--- src/rtl/sdram_pkg.sv ---
// Shared definitions for the SDRAM controller: command encodings, arbiter
// state type and default timing.
package sdram_pkg;

   // {cs_n, ras_n, cas_n, we_n}
   localparam logic [3:0] CMD_NOP  = 4'b0111;
   localparam logic [3:0] CMD_PRE  = 4'b0010;
   localparam logic [3:0] CMD_AREF = 4'b0001;
   localparam logic [3:0] CMD_MRS  = 4'b0000;
   localparam logic [3:0] CMD_ACT  = 4'b0011;
   localparam logic [3:0] CMD_WR   = 4'b0100;
   localparam logic [3:0] CMD_RD   = 4'b0101;

   localparam int DEF_REF_PERIOD = 750;
   localparam int DEF_TIMEOUT    = 1023;
   localparam int DEF_ADDR_W     = 12;
   localparam int DEF_BA_W       = 2;
   localparam int DEF_DQ_W       = 16;

   typedef enum logic [2:0] {
      ST_INIT,
      ST_ARBIT,
      ST_AREF,
      ST_WRITE,
      ST_READ
   } arb_state_t;

endpackage

--- src/rtl/sdram_ref_timer.sv ---
// Refresh-interval timer: raises ref_pending every REF_PERIOD cycles once
// initialisation is done, and latches ref_overrun if a request is not taken in time.
module sdram_ref_timer
   import sdram_pkg::*;
#(
   parameter int REF_PERIOD = DEF_REF_PERIOD
) (
   input  logic sys_clk,
   input  logic sys_rst,
   input  logic run,
   input  logic ref_ack,
   output logic ref_pending,
   output logic ref_overrun
);

   localparam int CW = (REF_PERIOD > 1) ? $clog2(REF_PERIOD) : 1;
   localparam logic [CW-1:0] TERM = CW'(REF_PERIOD - 1);

   logic [CW-1:0] ref_cnt;

   always_ff @(posedge sys_clk) begin
      if (sys_rst) begin
         ref_cnt     <= '0;
         ref_pending <= 1'b0;
         ref_overrun <= 1'b0;
      end else if (!run) begin
         ref_cnt <= '0;
      end else if (ref_cnt == TERM) begin
         ref_cnt     <= '0;
         ref_pending <= 1'b1;
         // an ack on this very edge means the previous request is being served
         if (ref_pending && !ref_ack)
            ref_overrun <= 1'b1;
      end else begin
         ref_cnt <= ref_cnt + CW'(1);
         if (ref_ack)
            ref_pending <= 1'b0;
      end
   end

endmodule

--- src/rtl/sdram_arbiter.sv ---
// SDRAM command-bus arbiter: passes the init engine through, then grants the
// bus to refresh, write or read engines one at a time.
//
//   state | meaning
//   INIT  | init engine owns the bus until init_done
//   ARBIT | bus idle (NOP), choose next engine
//   AREF  | refresh engine granted (ar_en)
//   WRITE | write engine granted (wr_en), drives DQ
//   READ  | read engine granted (rd_en)
module sdram_arbiter
   import sdram_pkg::*;
#(
   parameter int REF_PERIOD = DEF_REF_PERIOD,
   parameter int TIMEOUT    = DEF_TIMEOUT,
   parameter int ADDR_W     = DEF_ADDR_W,
   parameter int BA_W       = DEF_BA_W,
   parameter int DQ_W       = DEF_DQ_W
) (
   input  logic              sys_clk,
   input  logic              sys_rst,
   input  logic              init_done,
   input  logic [3:0]        init_cmd,
   input  logic [BA_W-1:0]   init_ba,
   input  logic [ADDR_W-1:0] init_addr,
   input  logic [3:0]        ar_cmd,
   input  logic [BA_W-1:0]   ar_ba,
   input  logic [ADDR_W-1:0] ar_addr,
   input  logic              ar_end,
   output logic              ar_en,
   input  logic              wr_req,
   input  logic [3:0]        wr_cmd,
   input  logic [BA_W-1:0]   wr_ba,
   input  logic [ADDR_W-1:0] wr_addr,
   input  logic [DQ_W-1:0]   wr_data,
   input  logic              wr_data_oe,
   input  logic              wr_end,
   output logic              wr_en,
   input  logic              rd_req,
   input  logic [3:0]        rd_cmd,
   input  logic [BA_W-1:0]   rd_ba,
   input  logic [ADDR_W-1:0] rd_addr,
   input  logic              rd_end,
   output logic              rd_en,
   output logic [3:0]        sdram_cmd,
   output logic [BA_W-1:0]   sdram_ba,
   output logic [ADDR_W-1:0] sdram_addr,
   output logic [DQ_W-1:0]   sdram_dq_out,
   output logic              sdram_dq_oe,
   output logic              ref_overrun,
   output logic              timeout_err
);

   localparam int TO_W = (TIMEOUT > 1) ? $clog2(TIMEOUT + 1) : 1;
   localparam logic [TO_W-1:0] TO_LOAD = TO_W'(TIMEOUT - 1);

   arb_state_t      state;
   logic [TO_W-1:0] grant_cnt;
   logic            last_was_write;
   logic            ref_pending;
   logic            ref_ack;
   logic            eng_end;
   logic            grant_expired;

   assign ref_ack = (state == ST_ARBIT) && ref_pending;
   assign eng_end = ((state == ST_AREF)  && ar_end) ||
                    ((state == ST_WRITE) && wr_end) ||
                    ((state == ST_READ)  && rd_end);
   assign grant_expired = (grant_cnt == '0);

   sdram_ref_timer #(
      .REF_PERIOD (REF_PERIOD)
   ) u_ref_timer (
      .sys_clk     (sys_clk),
      .sys_rst     (sys_rst),
      .run         (init_done),
      .ref_ack     (ref_ack),
      .ref_pending (ref_pending),
      .ref_overrun (ref_overrun)
   );

   always_ff @(posedge sys_clk) begin
      if (sys_rst) begin
         state          <= ST_INIT;
         ar_en          <= 1'b0;
         wr_en          <= 1'b0;
         rd_en          <= 1'b0;
         last_was_write <= 1'b0;
         grant_cnt      <= '0;
         timeout_err    <= 1'b0;
      end else begin
         case (state)
            ST_INIT: begin
               if (init_done)
                  state <= ST_ARBIT;
            end
            ST_ARBIT: begin
               grant_cnt <= TO_LOAD;
               if (ref_pending) begin
                  state <= ST_AREF;
                  ar_en <= 1'b1;
               end else if (wr_req && (!rd_req || !last_was_write)) begin
                  state          <= ST_WRITE;
                  wr_en          <= 1'b1;
                  last_was_write <= 1'b1;
               end else if (rd_req) begin
                  state          <= ST_READ;
                  rd_en          <= 1'b1;
                  last_was_write <= 1'b0;
               end
            end
            ST_AREF, ST_WRITE, ST_READ: begin
               // a timeout releases the bus exactly like a normal end
               if (eng_end || grant_expired) begin
                  state <= ST_ARBIT;
                  ar_en <= 1'b0;
                  wr_en <= 1'b0;
                  rd_en <= 1'b0;
                  if (!eng_end)
                     timeout_err <= 1'b1;
               end else begin
                  grant_cnt <= grant_cnt - TO_W'(1);
               end
            end
            default: begin
               state <= ST_INIT;
               ar_en <= 1'b0;
               wr_en <= 1'b0;
               rd_en <= 1'b0;
            end
         endcase
      end
   end

   always_comb begin
      sdram_cmd    = CMD_NOP;
      sdram_ba     = '0;
      sdram_addr   = '0;
      sdram_dq_out = '0;
      sdram_dq_oe  = 1'b0;
      case (state)
         ST_INIT: begin
            sdram_cmd  = init_cmd;
            sdram_ba   = init_ba;
            sdram_addr = init_addr;
         end
         ST_AREF: begin
            sdram_cmd  = ar_cmd;
            sdram_ba   = ar_ba;
            sdram_addr = ar_addr;
         end
         ST_WRITE: begin
            sdram_cmd    = wr_cmd;
            sdram_ba     = wr_ba;
            sdram_addr   = wr_addr;
            sdram_dq_out = wr_data;
            sdram_dq_oe  = wr_data_oe;
         end
         ST_READ: begin
            sdram_cmd  = rd_cmd;
            sdram_ba   = rd_ba;
            sdram_addr = rd_addr;
         end
         default: ;
      endcase
   end

endmodule

--- config.mk ---
export PLATFORM = sky130hd
export DESIGN_NAME = sdram_arbiter
export DESIGN_NICKNAME = d
export VERILOG_FILES = /design/src/rtl/sdram_pkg.sv /design/src/rtl/sdram_ref_timer.sv /design/src/rtl/sdram_arbiter.sv
export SDC_FILE = /design/constraint.sdc
export NUM_CORES = 1
export LEC_CHECK = 0
export CAP_MARGIN = 10
export CORE_ASPECT_RATIO = 1.5
export CORE_MARGIN = 4
export CORE_UTILIZATION = 35
export DETAILED_ROUTE_END_ITERATION = 12
export GPL_TIMING_DRIVEN = 0
export PLACE_DENSITY = 0.78
export SYNTH_ARGS = -nofsm -noshare
export SYNTH_HDL_FRONTEND = slang
export SYNTH_HIERARCHICAL = 1
export SYNTH_SLANG_ARGS = --single-unit
--- constraint.sdc ---
create_clock -name sys_clk -period 2.6 [get_ports sys_clk]
set_input_delay 0.65 -clock sys_clk [delete_from_list [all_inputs] [get_ports sys_clk]]
set_output_delay 0.65 -clock sys_clk [all_outputs]
set_load 0.01 [all_outputs]
==> flow_summary_export.csv, run 1 <==
group,metric,value,unit
cells_and_area,layoutNonFillerInstCount,528,
die,core_area,6530,µm²
die,num_io_pins,137,
pwr,share_seq_of_total_power,23.2,%
setup_path,worst_path_largest_cell_delay,0.33,ns
setup_path,crit_path_end_kind,"output port",
place,port_buffers,136,
clock_tree,cts_root_buf,"sky130_fd_sc_hd__clkbuf_8",
grt,largest_net_degree_at_the_start_of_global_routing,11,
detailed_routing,route.detailed.drc,0,
detailed_routing,antenna_violating_nets_post_route,0,
synth,top_area_cells_in_the_synthesized_netlist,"sky130_fd_sc_hd__dfxtp_1, sky130_fd_sc_hd__mux2i_1, sky130_fd_sc_hd__a21oi_1",
detailed_routing,via_count,2938,
timing,setup_viol_count_final,0,
detailed_routing,detail_route.first_pass.iterations,6,
setup_path,critPathRequiredTime,1.95,ns
synth,synth_edf_count,0,
detailed_routing,routed_wirelength,9200,µm
setup_path,worst-setup-path-type,"reg2out",
synth,yosys_most_used_dff,"sky130_fd_sc_hd__dfxtp_1",
synth,seq_area_frac_synth,25.4,%
place,post-dp-hpwl,7320,µm
pwr,ir_worst_vdd,618,µV
synth,syn_nets,408,
pwr,areal_power_density_over_the_cells,708,nW/µm²
timing,hold_violations,0,
clock_tree,clock_insertion_delay_worst_skew,0.29,ns
timing,worstMarginPinSlew,0.967,ns
cells_and_area,layout_common_cells,"sky130_fd_sc_hd__clkdlybuf4s50_1, sky130_fd_sc_hd__a21oi_1, sky130_fd_sc_hd__nor2_1, sky130_fd_sc_hd__dfxtp_1, sky130_fd_sc_hd__nand2_1",
run,drv_cap,0,
setup_path,worstPathArrival,1.86,ns
run_status,status,"finished, final reports clean",
die,floorplan.rows,36,
setup_path,crit_buf_inv,4,
setup_path,critical_path.cell_chain,"clkbuf_8, buf_12, clkbuf_16, mux2i_1, nor2_1, a21oi_1, o21ai_1, dlygate4sd2_1",
clock_tree,cts_hold_buffers,0,
synth,yosysTopAreaCellShare,25.4,%
clock_tree,clock-sinks,30,
synth,synthesis.area_per_instance,7.67,µm²
grt,grtUsageTotal,21.5,%
synth,yosysUniqueCellTypes,57,
clock_tree,clk_path_buf_depth,2,
detailed_routing,routedWlPerCell,17.4,µm
synth,syn-cell-area,2360,µm²
timing,slew_viol_final,0,
setup_path,worst-path-max-fanout,10,
clock_tree,tritoncts,"done",
cells_and_area,flow.area_growth_from_synthesis,71.6,%
pwr,power_frac_comb,60.6,%
die,die_height,109,µm
synth,synth_warnings,6,
detailed_routing,detailedRoute.firstIterationViolations,94,
clock_tree,tritoncts.num_buffers,5,
die,initial_core_util,36.2,%
grt,antenna_found_initial,0,
cells_and_area,layout.filler_cells,594,
timing,timing.slew.headroom,35.4,%
timing,post-route-period-util,96.7,%
pwr,clkPwrFrac,16.2,%
die,die_footprint,8150,µm²
grt,gr-total-overflow,0,
synth,synth_seq_cells,30,
timing,worst_clock_skew,0.0140,ns
timing,min_period,2.51,ns
setup_path,critical_path.slowest_cell,"sky130_fd_sc_hd__dfxtp_1",
detailed_routing,detail_route.vias_per_cell,5.56,
grt,grt_pass1_wl,13600,µm
synth,synthDominantAreaCellType,"sky130_fd_sc_hd__dfxtp_1",
clock_tree,htreeDepth,2,
cells_and_area,drive_above_1_share,10.4,%
pwr,internal_power,1700,µW
clock_tree,cts.reportedPaths.clkPinSlew,0.07,ns
pwr,share_of_total_power_consumed_by_net_switching,40.7,%
pwr,power.leakage,0.00170,µW
cells_and_area,layout.cells.most_common,"sky130_fd_sc_hd__clkdlybuf4s50_1",
timing,maxClockFrequency,398,MHz
cells_and_area,diodes,0,
pwr,total_net_switching_power,1170,µW
synth,postSynth.asyncResetShare,0,%
cells_and_area,finalNetCount,551,
pwr,finalPower,2870,µW
min_path,hold_class,"reg2reg",
grt,first_global_vias,2794,
place,dp_cells,520,
timing,fin_setup_tns,0,ns
setup_path,critical-path-top-delay-family,"buffers and inverters",
place,gp_congestion,0.908,
die,die_w,75.1,µm
setup_path,worstSetupStartpointType,"register",
synth,instance_count_of_the_mapped_netlist,308,
setup_path,reg2reg_slack,0.13,ns
## flip-flops by register name, indices dropped and copies added, names as in the netlist
signal and flops:
rd_en 1, grant_cnt 10, last_was_write 1, state 3
timeout_err 1, u_ref_timer/ref_pending 1, u_ref_timer/ref_cnt 10, wr_en 1
u_ref_timer/ref_overrun 1, ar_en 1
## kinds of logic (layout without fill, tap and decap cells)
logic type / Yosys count / after routing / synth area share [%]
AND/OR/NAND/NOR: 124 / 124 / 29.5
AO/OA/AOI/OAI: 94 / 94 / 24.4
flip-flops: 30 / 30 / 25.4
buffers and inverters: 30 / 174 / 7.68
multiplexers: 25 / 25 / 10.7
adder cells (fa/ha/maj): 3 / 3 / 1.59
XOR/XNOR: 2 / 2 / 0.742
## worst min-delay path, cell delays in order (launching register included)
cell and delay, ns:
sky130_fd_sc_hd__dfxtp_1 0.31, sky130_fd_sc_hd__inv_1 0.06, sky130_fd_sc_hd__a211oi_1 0.06
## path summary, 6_finish.rpt
| kind | cells after the start | endpoint | start |
|---|---|---|---|
| max | 8 | sdram_addr[6] | state[1] |
| min | 2 | ar_en | ar_en |
| min reg2reg | 2 | ar_en | ar_en |
| max reg2reg | 7 | state[0] | grant_cnt[0] |
## power by group through the flow
stage | registers, µW | clock network (µW) | logic [µW]
finish | 665 | 465 | 1740
global route | 679 | 494 | 1890
CTS | 655 | 470 | 1730
detailed placement | 664 | 0 | 1750
global placement | 661 | 0 | 1720
floorplan | 642 | 0 | 1050
## metrics by stage
| stage | area [µm²] | hold slack (ns) | setup WS, ns | utilization [%] |
|---|---|---|---|---|
| 2_1_floorplan | 2360 | 0.463 | 0.110 | - |
| 3_3_place_gp | 3820 | 0.453 | -0.875 | 58.5 |
| 6_report | 4050 | 0.478 | 0.0863 | 62.0 |
| 3_5_place_dp | 3820 | 0.460 | -0.967 | 58.5 |
| 5_1_grt | 4050 | 0.492 | -0.00128 | 62.0 |
| 4_1_cts | 4000 | 0.479 | 0.00226 | 61.2 |
## synth_stat cells (5+ instances only)
master and count:
sky130_fd_sc_hd__clkbuf_1 13, sky130_fd_sc_hd__nor3_1 12, sky130_fd_sc_hd__inv_1 7, sky130_fd_sc_hd__nand2_1 23, sky130_fd_sc_hd__a211oi_1 6, sky130_fd_sc_hd__nor4_1 5, sky130_fd_sc_hd__o21ai_0 20, sky130_fd_sc_hd__mux2i_1 23
sky130_fd_sc_hd__a311oi_1 5, sky130_fd_sc_hd__a21oi_1 33, sky130_fd_sc_hd__nor2_1 28, sky130_fd_sc_hd__a31oi_1 9, sky130_fd_sc_hd__and2_1 19, sky130_fd_sc_hd__nand3_1 5, sky130_fd_sc_hd__dfxtp_1 30
## final cells by class
cell class,count,area (µm²),area share [%]
Multi-Input combinational cell,248,1600,39.5
Clock buffer,5,68.8,1.70
Buffer,22,234,5.77
Inverter,7,26.3,0.648
Timing Repair Buffer,137,1380,34.1
Clock inverter,3,40.0,0.988
Sequential cell,30,604,14.9
Tap cell,76,95.1,2.35
## metal layers
metal | track usage [%] | wire length, µm
met1 | 22.9 | 3290
met2 | 40.1 | 4740
met3 | 5.17 | 1000
met4 | 6.74 | 169
met5 | 0 | 0
## what timing repair did
action,4_1_cts,5_1_grt
endpoints found under the setup margin,34,27
endpoints found under the hold margin,0,0
cloned,0,0
pin swaps,1,2
resized for setup,48,26
buffers inserted,1,0
(Power assumes the default switching activity.)
==> run 2, diff against run 1 <==
REMOVE_ABC_BUFFERS = 1   (was default)
==> run 2 against run 1 <==
Compared with the run above: wire length decreased by 8.1%; combinational power decreased by 9%; sequential share of layout area increased by 0.82 points; critical path type unchanged; largest power group unchanged; largest cell class is now multi-input combinational cells; count of clock-buffer cells in the layout increased by 1; register-to-register slack about the same.
==> flow_summary_export.csv, run 2 (synthesis results as in run 1) <==
group,metric,value,unit
run_status,status,"finished, final reports clean",
pwr,areal_power_density_over_the_cells,689,nW/µm²
clock_tree,cts_root_buf,"sky130_fd_sc_hd__clkbuf_8",
die,floorplan.rows,36,
die,num_io_pins,137,
grt,gr-total-overflow,0,
cells_and_area,finalNetCount,538,
place,post-dp-hpwl,6550,µm
setup_path,worstSetupStartpointType,"register",
timing,post-route-period-util,96.5,%
timing,maxClockFrequency,399,MHz
detailed_routing,route.detailed.drc,0,
pwr,ir_worst_vdd,516,µV
setup_path,worst-path-max-fanout,26,
clock_tree,tritoncts.num_buffers,5,
grt,grtUsageTotal,19.9,%
timing,timing.slew.headroom,44.5,%
die,core_area,6530,µm²
setup_path,worstPathArrival,1.86,ns
clock_tree,cts_hold_buffers,0,
grt,antenna_found_initial,0,
clock_tree,htreeDepth,2,
detailed_routing,routedWlPerCell,16.5,µm
detailed_routing,via_count,2751,
die,die_height,109,µm
timing,hold_violations,0,
setup_path,crit_path_end_kind,"output port",
setup_path,worst-setup-path-type,"reg2out",
timing,worst_clock_skew,0.00454,ns
cells_and_area,drive_above_1_share,8.24,%
detailed_routing,routed_wirelength,8460,µm
timing,worst_slack,0.0922,ns
setup_path,critical_path.slowest_cell,"sky130_fd_sc_hd__clkdlybuf4s50_1",
detailed_routing,detailedRoute.firstIterationViolations,64,
grt,first_global_vias,2615,
pwr,power.leakage,0.00146,µW
setup_path,worst_path_largest_cell_delay,0.53,ns
clock_tree,clock_insertion_delay_worst_skew,0.28,ns
detailed_routing,detail_route.vias_per_cell,5.36,
clock_tree,clock-sinks,30,
setup_path,critical_path.cell_chain,"buf_16, nand2_1, nor2_4, buf_12, and2_1, clkdlybuf4s50_1",
timing,min_period,2.51,ns
grt,grt_pass1_wl,12800,µm
place,dp_slack,-1.11,ns
timing,worstMarginPinSlew,0.829,ns
clock_tree,cts.reportedPaths.clkPinSlew,0.06,ns
clock_tree,tritoncts,"done",
run,drv_cap,0,
die,die_footprint,8150,µm²
cells_and_area,reg.largest.list,"grant_cnt: 10 flops, u_ref_timer/ref_cnt: 10 flops, state: 3 flops",
place,gp_congestion,0.829,
timing,slew_viol_final,0,
detailed_routing,antenna_violating_nets_post_route,0,
place,port_buffers,136,
timing,holdWs,0.471,ns
cells_and_area,flow.area_growth_from_synthesis,64.7,%
die,die_w,75.1,µm
clock_tree,clk_path_buf_depth,2,
die,initial_core_util,36.2,%
cells_and_area,layout.cells.most_common,"sky130_fd_sc_hd__clkdlybuf4s50_1",
grt,largest_net_degree_at_the_start_of_global_routing,27,
pwr,finalPower,2680,µW
cells_and_area,layout_common_cells,"sky130_fd_sc_hd__clkdlybuf4s50_1, sky130_fd_sc_hd__a21oi_1, sky130_fd_sc_hd__nor2_1, sky130_fd_sc_hd__dfxtp_1",
setup_path,critPathRequiredTime,1.95,ns
detailed_routing,detail_route.first_pass.iterations,4,
timing,setup_viol_count_final,0,
cells_and_area,diodes,0,
min_path,hold_class,"reg2reg",
-- run 2: cell types whose count changed in the layout (fill, tap and decap cells not counted), sizes merged, moves of 2 or more --
cell	previous run	this run
clkbuf	20	6
clkdlybuf4s50	105	115
dlymetal6s2s	13	6
buf	7	10
clkdlybuf4s15	3	0
clkinv	2	0
-- run 2: what timing repair did --
item	in CTS	in global routing
setup buffers	8	0
pin swaps	2	0
resized for setup	26	9
endpoints found under the setup margin	49	14
-- run 2: power breakdown --
part / switching (µW) / internal, µW
clock: 162 / 204
combinational: 779 / 806
sequential: 164 / 566
total: 1110 / 1580
-- run 2: worst paths after layout --
path              cells past startpoint  slack (ns)         start               end
hold reg to reg                       2        0.47         rd_en             rd_en
hold / removal                        2        0.47         rd_en             rd_en
setup / recovery                      6        0.09      state[1]  sdram_dq_out[15]
setup reg to reg                      7        0.14  grant_cnt[0]          state[0]
-- run 2: critical path, delay by kind of cell, from the launching register on --
family,cells,cell delay (ns)
AND/OR/NAND/NOR,3,0.37
buffers and inverters,3,0.84
flip-flops,1,0.36
-- run 2: metal layers --
metal	GRT usage, %	part of all wire (%)	wire length, µm	vias up
met5	0	0	0	-
met4	5.73	1.7	147	0
met3	4.89	11	904	9
met2	35.9	50	4250	118
met1	22.5	37	3160	1231
li1	-	-	-	1393
-- run 2: final cells by class --
cell class	count	area, µm²
fill	603	2640
tap	76	95.1
clock buffer	6	82.6
timing repair buffer	146	1470
inverter	7	26.3
sequential	30	612
multi-input combinational	248	1610
-- run 2: stage by stage --
step	instance area, µm²	setup TNS (ns)	instances	util, %
2_1_floorplan	2210	-5.60	285	-
3_3_place_gp	3660	-56.96	497	56.1
3_5_place_dp	3710	-25.29	499	56.8
4_1_cts	3870	0	513	59.2
5_1_grt	3890	-0.00843	513	59.6
6_report	3890	0	513	59.6
